### src/rtl/t03_sprite_scheduler.sv
// t03_sprite_scheduler: buffers sprite position updates in shadow registers and commits them to
// the sprite display units only at the start of vertical blanking, and merges the per-sprite
// colors into one registered VGA pixel color (index 0 has the highest draw priority).
// Optional feature macro: T03_COLLISION_EN (sticky per-frame sprite overlap flag).
module t03_sprite_scheduler #(
  parameter int unsigned NUM_SPRITES = 2,
  parameter int unsigned H_ACTIVE    = 800,
  parameter int unsigned V_ACTIVE    = 600,
  parameter logic [7:0]  BG_COLOR    = 8'h00
) (
  input  logic                       clk,
  input  logic                       nrst,
  input  logic [10:0]                Hcnt,
  input  logic [10:0]                Vcnt,
  input  logic                       upd_valid,
  output logic                       upd_ready,
  input  logic [1:0]                 upd_id,
  input  logic [10:0]                upd_x,
  input  logic [10:0]                upd_y,
  output logic [11*NUM_SPRITES-1:0]  sprite_x,
  output logic [11*NUM_SPRITES-1:0]  sprite_y,
  input  logic [8*NUM_SPRITES-1:0]   sprite_color,
  input  logic [NUM_SPRITES-1:0]     sprite_disp,
  output logic [7:0]                 pixel_color,
  output logic                       commit_done,
  output logic                       collision
);

  localparam int unsigned CW       = 11;
  localparam int unsigned PW       = 8;
  localparam logic [1:0]  LAST_IDX = 2'(NUM_SPRITES - 1);

  // Reject configurations the 2-bit index and 11-bit counters cannot represent
  if (NUM_SPRITES < 1 || NUM_SPRITES > 4 || H_ACTIVE < 1 || H_ACTIVE > 2048 ||
      V_ACTIVE > 2047) begin : g_cfg_check
    $error("t03_sprite_scheduler: parameter out of range");
  end

  typedef enum logic {ST_RUN, ST_COMMIT} state_t;

  state_t                      state;
  logic [1:0]                  idx;
  logic [CW*NUM_SPRITES-1:0]   shadow_x;
  logic [CW*NUM_SPRITES-1:0]   shadow_y;
  logic [NUM_SPRITES-1:0]      pending;
  logic                        vblank_start_c;
  logic                        xfer_c;
  logic [NUM_SPRITES-1:0]      set_mask_c;
  logic [PW-1:0]               color_c;

  assign vblank_start_c = (Vcnt == CW'(V_ACTIVE)) && (Hcnt == '0);
  assign xfer_c         = upd_valid && upd_ready;

  // One-hot select of the sprite targeted by an accepted update; out-of-range ids select nothing
  always_comb begin
    set_mask_c = '0;
    for (int i = 0; i < int'(NUM_SPRITES); i++) begin
      if (xfer_c && (upd_id == 2'(i))) set_mask_c[i] = 1'b1;
    end
  end

  // Update capture and vblank-synchronous commit sequencer
  always_ff @(posedge clk or negedge nrst) begin
    if (!nrst) begin
      state       <= ST_RUN;
      idx         <= '0;
      upd_ready   <= 1'b0;
      commit_done <= 1'b0;
      shadow_x    <= '0;
      shadow_y    <= '0;
      pending     <= '0;
      sprite_x    <= '0;
      sprite_y    <= '0;
    end else begin
      commit_done <= 1'b0;
      case (state)
        ST_RUN: begin
          upd_ready <= 1'b1;
          for (int i = 0; i < int'(NUM_SPRITES); i++) begin
            if (set_mask_c[i]) begin
              shadow_x[CW*i +: CW] <= upd_x;
              shadow_y[CW*i +: CW] <= upd_y;
            end
          end
          pending <= pending | set_mask_c;
          // An update accepted on the vblank cycle itself joins this commit
          if (vblank_start_c && ((pending | set_mask_c) != '0)) begin
            state     <= ST_COMMIT;
            idx       <= '0;
            upd_ready <= 1'b0;
          end
        end
        ST_COMMIT: begin
          for (int i = 0; i < int'(NUM_SPRITES); i++) begin
            if ((idx == 2'(i)) && pending[i]) begin
              sprite_x[CW*i +: CW] <= shadow_x[CW*i +: CW];
              sprite_y[CW*i +: CW] <= shadow_y[CW*i +: CW];
              pending[i]           <= 1'b0;
            end
          end
          if (idx == LAST_IDX) begin
            state       <= ST_RUN;
            idx         <= '0;
            commit_done <= 1'b1;
            upd_ready   <= 1'b1;
          end else begin
            idx <= idx + 2'd1;
          end
        end
        default: state <= ST_RUN;
      endcase
    end
  end

  // Priority select: lowest-index displayed sprite wins, otherwise background
  always_comb begin
    color_c = BG_COLOR;
    for (int i = int'(NUM_SPRITES) - 1; i >= 0; i--) begin
      if (sprite_disp[i]) color_c = sprite_color[PW*i +: PW];
    end
  end

  // Registered pixel output, active in every state
  always_ff @(posedge clk or negedge nrst) begin
    if (!nrst) pixel_color <= BG_COLOR;
    else       pixel_color <= color_c;
  end

`ifdef T03_COLLISION_EN
  logic hit;
  logic overlap_c;

  // At least two displayed sprites: clearing the lowest set bit still leaves one set
  assign overlap_c = |(sprite_disp & (sprite_disp - NUM_SPRITES'(1)));

  // Sticky per-frame overlap; published at vblank, an overlap on that cycle belongs to the new frame
  always_ff @(posedge clk or negedge nrst) begin
    if (!nrst) begin
      hit       <= 1'b0;
      collision <= 1'b0;
    end else if (vblank_start_c) begin
      collision <= hit;
      hit       <= overlap_c;
    end else begin
      hit <= hit | overlap_c;
    end
  end
`else
  assign collision = 1'b0;
`endif

endmodule

### config.mk
export PLATFORM = sky130hd
export DESIGN_NAME = t03_sprite_scheduler
export DESIGN_NICKNAME = d
export VERILOG_FILES = /design/src/rtl/t03_sprite_scheduler.sv
export SDC_FILE = /design/constraint.sdc
export NUM_CORES = 1
export LEC_CHECK = 0
export ABC_AREA = 1
export CAP_MARGIN = 20
export CORE_MARGIN = 10
export CORE_UTILIZATION = 42
export CTS_CLUSTER_DIAMETER = 40
export DETAILED_ROUTE_END_ITERATION = 10
export PLACE_DENSITY_LB_ADDON = 0.08
export SETUP_SLACK_MARGIN = 0.4
export SYNTH_ARGS = -nofsm -noshare
export SYNTH_HDL_FRONTEND = slang
export SYNTH_SLANG_ARGS = --single-unit
export TNS_END_PERCENT = 5
### constraint.sdc
create_clock -name clk -period 1.3 [get_ports clk]
set_input_delay 0.26 -clock clk [delete_from_list [all_inputs] [get_ports clk]]
set_output_delay 0.26 -clock clk [all_outputs]
set_load 0.1 [all_outputs]
==> results.sh, run 1 <==
export IMPL_p_leak_uw=0.00339
export IMPL_holdWs_ps=421
export IMPL_routed_via_density=4.76
export IMPL_wire_per_inst_um=16.0
export IMPL_worstPathMaxFanout=45
export IMPL_drive_above_1_share_pct=39.1
export IMPL_rows=35
export IMPL_reg2reg_slack_ps=-60
export IMPL_clock_root_buffer="clkbuf_8"
export IMPL_cp_required_ps=1530
export IMPL_grt_pass1_wl_um=18600
export IMPL_clk_pin_slew_ps=90
export IMPL_synth_compound_area_share_pct=5.96
export IMPL_area_growth_syn_to_layout_pct=73.0
export IMPL_fillerInstances=636
export IMPL_clk_insertion_delay_late_ps=360
export IMPL_ys_warn_count=0
export IMPL_post_route_util_pct=75.1
export IMPL_gr_usage_all_layers_pct=16.3
export IMPL_setup_viol=32
export IMPL_ff2ff_path_depth=7
export IMPL_synthMuxAreaShare_pct=0
export IMPL_clock_skew_ps=9.31
export IMPL_drt_iter0_drc=176
export IMPL_finalPower_uw=6590
export IMPL_path_cells="inv_2, buf_4, buf_6, nand3_4, buf_12, nand2_2, o21ai_1"
export IMPL_clkSinkCount=103
export IMPL_synth_fa_ha_area_share_pct=0
export IMPL_avgSynthCellArea_um2=9.06
export IMPL_end_kind="flop"
export IMPL_grt_max_degree=46
export IMPL_cpMaxStageDelayCell="dfrtp_1"
export IMPL_pin_count=122
export IMPL_multi_input_area_um2=1730
export IMPL_synth_top_family_by_area="simple AND/OR/NAND/NOR gates"
export IMPL_syn_nets=512
export IMPL_min_path_type="input pin to async pin"
export IMPL_portBuffers=120
export IMPL_timing_rr_start="state"
export IMPL_vias=3425
export IMPL_fp_dieW_um=118
export IMPL_violations="setup timing"
export IMPL_hold_viol_final=0
export IMPL_rr_endpoint="shadow_x[16]"
export IMPL_cts_buffers=9
export IMPL_dieHeight_um=118
export IMPL_cap_violations=0
export IMPL_diodes=0
export IMPL_routed_wirelength_um=11500
export IMPL_setup_slack_ps=-61.9
export IMPL_drv_slew=0
export IMPL_synth_seq_area_share_pct=63.9
export IMPL_crit_path_max_incr_delay_ps=430
export IMPL_seq_area_um2=2580
export IMPL_ir_worst_vdd_v=0.000713
export IMPL_layout_nets=655
export IMPL_rsz0062_at_grt="true"
export IMPL_synth_xor_area_share_pct=0
export IMPL_cts_tree="yes"
export IMPL_antenna_found_initial=0
export IMPL_first_pass_iters=4
export IMPL_ctsHtreeMaxLevel=3
export IMPL_cp_arrival_ps=1600
export IMPL_crit_path_start_kind="flop"
export IMPL_min_period_ps=1360
export IMPL_synth_cells=445
export IMPL_pwr_density_cell_nw_per_um2=945
export IMPL_dp_cells=690
export IMPL_gr_total_overflow=0
export IMPL_start_util_pct=43.5
export IMPL_fp_dieArea_um2=13900
export IMPL_drc_errors=0
export IMPL_min_period_over_period_pct=105
export IMPL_ys_ff_latch=103
export IMPL_dp_hpwl_um=8110
export IMPL_fmax_mhz=734
export IMPL_clk_path_buf_depth=2
export IMPL_fin_cells=720
export IMPL_grt_pass1_vias=3665
export IMPL_status="complete, but fails checks"
export IMPL_path_class="flop to flop"
export IMPL_synth_cell_types=16
export IMPL_synthSimpleGateAreaFrac_pct=24.1
export IMPL_core_um2=9280
export IMPL_ant_nets=0
export IMPL_gp_congestion=0.784
export IMPL_syn_area_um2=4030
placed cells by master (no fill, tap or decap):
master	Yosys	routed
nand3_1	35	20
inv_4	0	1
nand3_4	0	1
dfrtp_1	103	102
nand2_8	0	2
clkbuf_8	0	10
nor3_4	1	1
a21oi_2	0	2
o21ai_0	46	1
clkdlybuf4s50_1	0	65
nand2_2	0	73
dfrtp_4	0	1
conb_1	1	1
nor2_1	19	13
o21ai_2	0	8
nand2_4	1	20
inv_1	31	29
nor2_2	0	3
clkinvlp_4	0	1
inv_6	0	2
o21ai_1	0	37
nor2_4	0	3
buf_6	4	5
inv_2	1	2
nand3_2	1	15
nand2_1	183	91
buf_4	3	11
buf_12	0	63
buf_8	0	3
buf_16	0	3
bufinv_16	0	1
dlygate4sd3_1	0	1
power by group:
part / internal [µW] / switching, µW
clock: 937 / 1060
sequential: 3440 / 240
combinational: 441 / 476
through the flow:
stage | setup WS, ps | setup TNS (ps) | cell area (µm²)
detailed placement | -281 | -11230 | 6020
CTS | -30.9 | -30.9 | 6720
global placement | -231 | -10040 | 6020
finish | -61.9 | -928 | 6980
floorplan | -80.2 | -2710 | 4110
global route | -90.3 | -2300 | 6980
per-layer routing:
layer / global-route usage (%) / routed length [µm]
met5: 0 / 0
met4: 3.86 / 155
met2: 29.9 / 6300
met1: 17.8 / 4600
met3: 5.13 / 472
cell type report:
| class | instances | share of cell area (%) |
|---|---|---|
| clock inverter | 4 | 0.789 |
| tap | 129 | 2.31 |
| inverter | 32 | 1.76 |
| multi-input combinational | 291 | 24.8 |
| clock buffer | 10 | 1.97 |
| sequential | 103 | 37.0 |
| timing repair buffer | 151 | 31.4 |
cell usage after synthesis:
cell / instances / share of area [%]
nand2_1: 183 / 17
o21ai_0: 46 / 5.7
conb_1: 1 / 0.093
buf_2: 1 / 0.12
nand3_1: 35 / 4.3
inv_2: 1 / 0.093
buf_6: 4 / 1.1
inv_1: 31 / 2.9
dfrtp_1: 103 / 64
nor2_1: 19 / 1.8
nor3_4: 1 / 0.40
a21oi_1: 2 / 0.25
clkbuf_1: 13 / 1.2
nand2_4: 1 / 0.28
buf_4: 3 / 0.56
nand3_2: 1 / 0.25
cells by family after synthesis:
kind of cell	Yosys count
buf+inv	53
other cells	1
compound gates	48
simple gates	240
flops	103
flip-flops by register name, summed over array words and instances, names as in the netlist:
| name | count |
|---|---|
| upd_ready | 1 |
| pending | 2 |
| shadow_x | 22 |
| idx | 2 |
| shadow_y | 22 |
| sprite_x | 22 |
| commit_done | 1 |
| state | 1 |
| pixel_color | 8 |
| sprite_y | 22 |
how the worst max path moves through the flow:
stage                     startpoint      endpoint  slack [ps]  cells after the start
after floorplan            upd_ready  shadow_x[12]         -80                      6
after global placement     upd_valid  shadow_x[21]        -230                      7
after detailed placement   upd_valid  shadow_y[13]        -280                      7
after CTS                  upd_ready     upd_ready         -30                      1
after global routing           state  shadow_x[12]         -90                      7
final                          state  shadow_x[16]         -60                      7
timing repair:
item                                   in CTS  in global routing
setup endpoints to repair                 149                149
setup buffers                               5                  6
endpoints found under the hold margin     103                  0
hold buffers                                1                  0
cloned                                      4                  0
gates resized for setup                   129                 55
pin swaps                                  92                 40
worst max-delay path: cells and delay by family, from the launching register on:
kind,cells,cell delay (ps)
and+or+nand+nor,2,170
DFF,1,430
buffers and inverters,4,550
AOI/OAI and AO/OA,1,60
No activity file was read; power rests on OpenSTA's default activity.
==> run 2, diff against run 1 <==
--- a/config.mk
+++ b/config.mk
@@ -7,8 +7,10 @@
 export LEC_CHECK = 0
 export ABC_AREA = 1
 export CAP_MARGIN = 20
+export CELL_PAD_IN_SITES_DETAIL_PLACEMENT = 0
+export CELL_PAD_IN_SITES_GLOBAL_PLACEMENT = 1
 export CORE_MARGIN = 10
-export CORE_UTILIZATION = 42
+export CORE_UTILIZATION = 31
 export CTS_CLUSTER_DIAMETER = 40
 export DETAILED_ROUTE_END_ITERATION = 10
 export PLACE_DENSITY_LB_ADDON = 0.08
==> results.sh, run 2 (same netlist as run 1, synthesis figures left out) <==
export IMPL_status="complete, but fails checks"
export IMPL_violations="setup timing"
export IMPL_ctsHtreeMaxLevel=3
export IMPL_drive_above_1_share_pct=31.1
export IMPL_grt_max_degree=46
export IMPL_wire_per_inst_um=15.0
export IMPL_hold_viol_final=0
export IMPL_fmax_mhz=755
export IMPL_cts_buffers=9
export IMPL_cp_required_ps=1530
export IMPL_portBuffers=120
export IMPL_rr_endpoint="sprite_x[13]"
export IMPL_antenna_found_initial=0
export IMPL_min_period_over_period_pct=102
export IMPL_clk_insertion_delay_late_ps=340
export IMPL_clk_pin_slew_ps=70
export IMPL_clkSinkCount=103
export IMPL_pin_count=122
export IMPL_clk_path_buf_depth=2
export IMPL_routed_via_density=4.34
export IMPL_fp_dieArea_um2=18000
export IMPL_post_dp_cell_area_um2=6080
export IMPL_cp_endpoint="sprite_x[13]"
export IMPL_timing_rr_start="idx[0]"
export IMPL_ir_worst_vdd_v=0.000603
export IMPL_worstPathMaxFanout=6
export IMPL_diodes=0
export IMPL_min_period_ps=1320
export IMPL_power_switching_uw=1760
export IMPL_p_leak_uw=0.00325
export IMPL_gp_congestion=0.746
export IMPL_clock_root_buffer="clkbuf_16"
export IMPL_power_frac_clock_pct=35.8
export IMPL_internal_power_uw=5270
export IMPL_setup_slack_ps=-23.9
export IMPL_crit_path_max_incr_delay_ps=390
export IMPL_dieHeight_um=134
export IMPL_rows=41
export IMPL_switching_share_pct=25.1
export IMPL_gr_total_overflow=0
export IMPL_grt_pass1_vias=3493
export IMPL_layout_common_cells="nand2_1 (121), dfrtp_1 (101), clkdlybuf4s50_1 (65)"
export IMPL_pwr_density_cell_nw_per_um2=1040
export IMPL_start_util_pct=31.8
export IMPL_rsz0062_at_grt="true"
export IMPL_drc_errors=0
export IMPL_ff2ff_path_depth=7
export IMPL_reg2reg_slack_ps=-20
export IMPL_fp_dieW_um=134
export IMPL_fin_area_um2=6790
export IMPL_cap_violations=0
export IMPL_end_kind="flop"
export IMPL_pwr_share_comb_pct=12.5
export IMPL_cpMaxStageDelayCell="dfrtp_1"
export IMPL_first_pass_iters=4
export IMPL_cts_tree="yes"
export IMPL_routed_wirelength_um=11300
export IMPL_setup_viol=11
export IMPL_crit_path_start_kind="flop"
export IMPL_layout_commonest_cell="nand2_1"
export IMPL_area_growth_syn_to_layout_pct=68.3
export IMPL_p_seq_share_pct=51.6
export IMPL_core_um2=12700
export IMPL_clock_skew_ps=5.54
export IMPL_worstSetupStartpoint="idx[0]"
export IMPL_pre_cts_ws_ps=-294
export IMPL_min_path_type="input pin to async pin"
export IMPL_cp_arrival_ps=1560
export IMPL_ant_nets=0
export IMPL_holdWs_ps=328
export IMPL_drt_iter0_drc=131
export IMPL_dp_hpwl_um=8200
export IMPL_finalPower_uw=7030
export IMPL_gr_usage_all_layers_pct=13.0
export IMPL_grt_pass1_wl_um=18600
export IMPL_drv_slew=0
export IMPL_layout_nets=647
export IMPL_path_class="flop to flop"
export IMPL_path_cells="inv_2, nor3_4, buf_6, buf_12, nand2_8, nand2_2, nand2_1"
export IMPL_vias=3288
## run 2: repair_timing
item / in CTS / in global routing
resized for setup: 118 / 4
buffers inserted: 6 / 1
pin swaps: 74 / 29
cloned: 2 / 0
hold buffers: 1 / 0
hold endpoints to repair: 17 / 0
endpoints found under the setup margin: 149 / 235
## run 2: layout make-up
| cell class | count | area (µm²) |
|---|---|---|
| clock buffer | 13 | 260 |
| timing repair buffer | 143 | 2060 |
| multi-input combinational | 291 | 1540 |
| clock inverter | 3 | 17.5 |
| tap | 172 | 215 |
| fill | 1183 | 5880 |
| sequential | 103 | 2580 |
| inverter | 32 | 120 |
## run 2: routing by layer
metal  global-route usage (%)  up-vias  routed length (µm)
met4                     5.20        0                 162
met2                     18.8       93                4940
met5                        0        -                   0
met1                     16.6     1518                5240
met3                     5.71       11                1020
li1                         -     1666                   -
## run 2: power by group through the flow
stage	registers, µW	logic, µW	clock network [µW]
detailed placement	3640	833	0
finish	3630	881	2520
floorplan	3730	273	0
global route	3660	979	2720
CTS	3630	884	2600
global placement	3630	818	0
## run 2: worst max-delay path: cells and delay by family (launching register included)
kind / cells / cell delay (ps)
simple gates: 4 / 470
buf+inv: 3 / 350
flops: 1 / 390
## run 2: worst min-delay path by stage
stage	to	slack [ps]	cells past startpoint
floorplan	commit_done	-40	0
finish	sprite_x[5]	330	2
detailed placement	sprite_x[7]	170	1
global placement	sprite_x[5]	170	1
global route	sprite_x[7]	350	2
CTS	sprite_x[5]	340	2
## run 2: per-stage QoR
stage	TNS [ps]	util [%]	cells
after floorplan	-2710	-	445
after global placement	-11140	48.0	731
after detailed placement	-11870	48.0	731
after CTS	-7.35	53.5	756
after global routing	-3280	53.6	757
final	-150	53.6	757
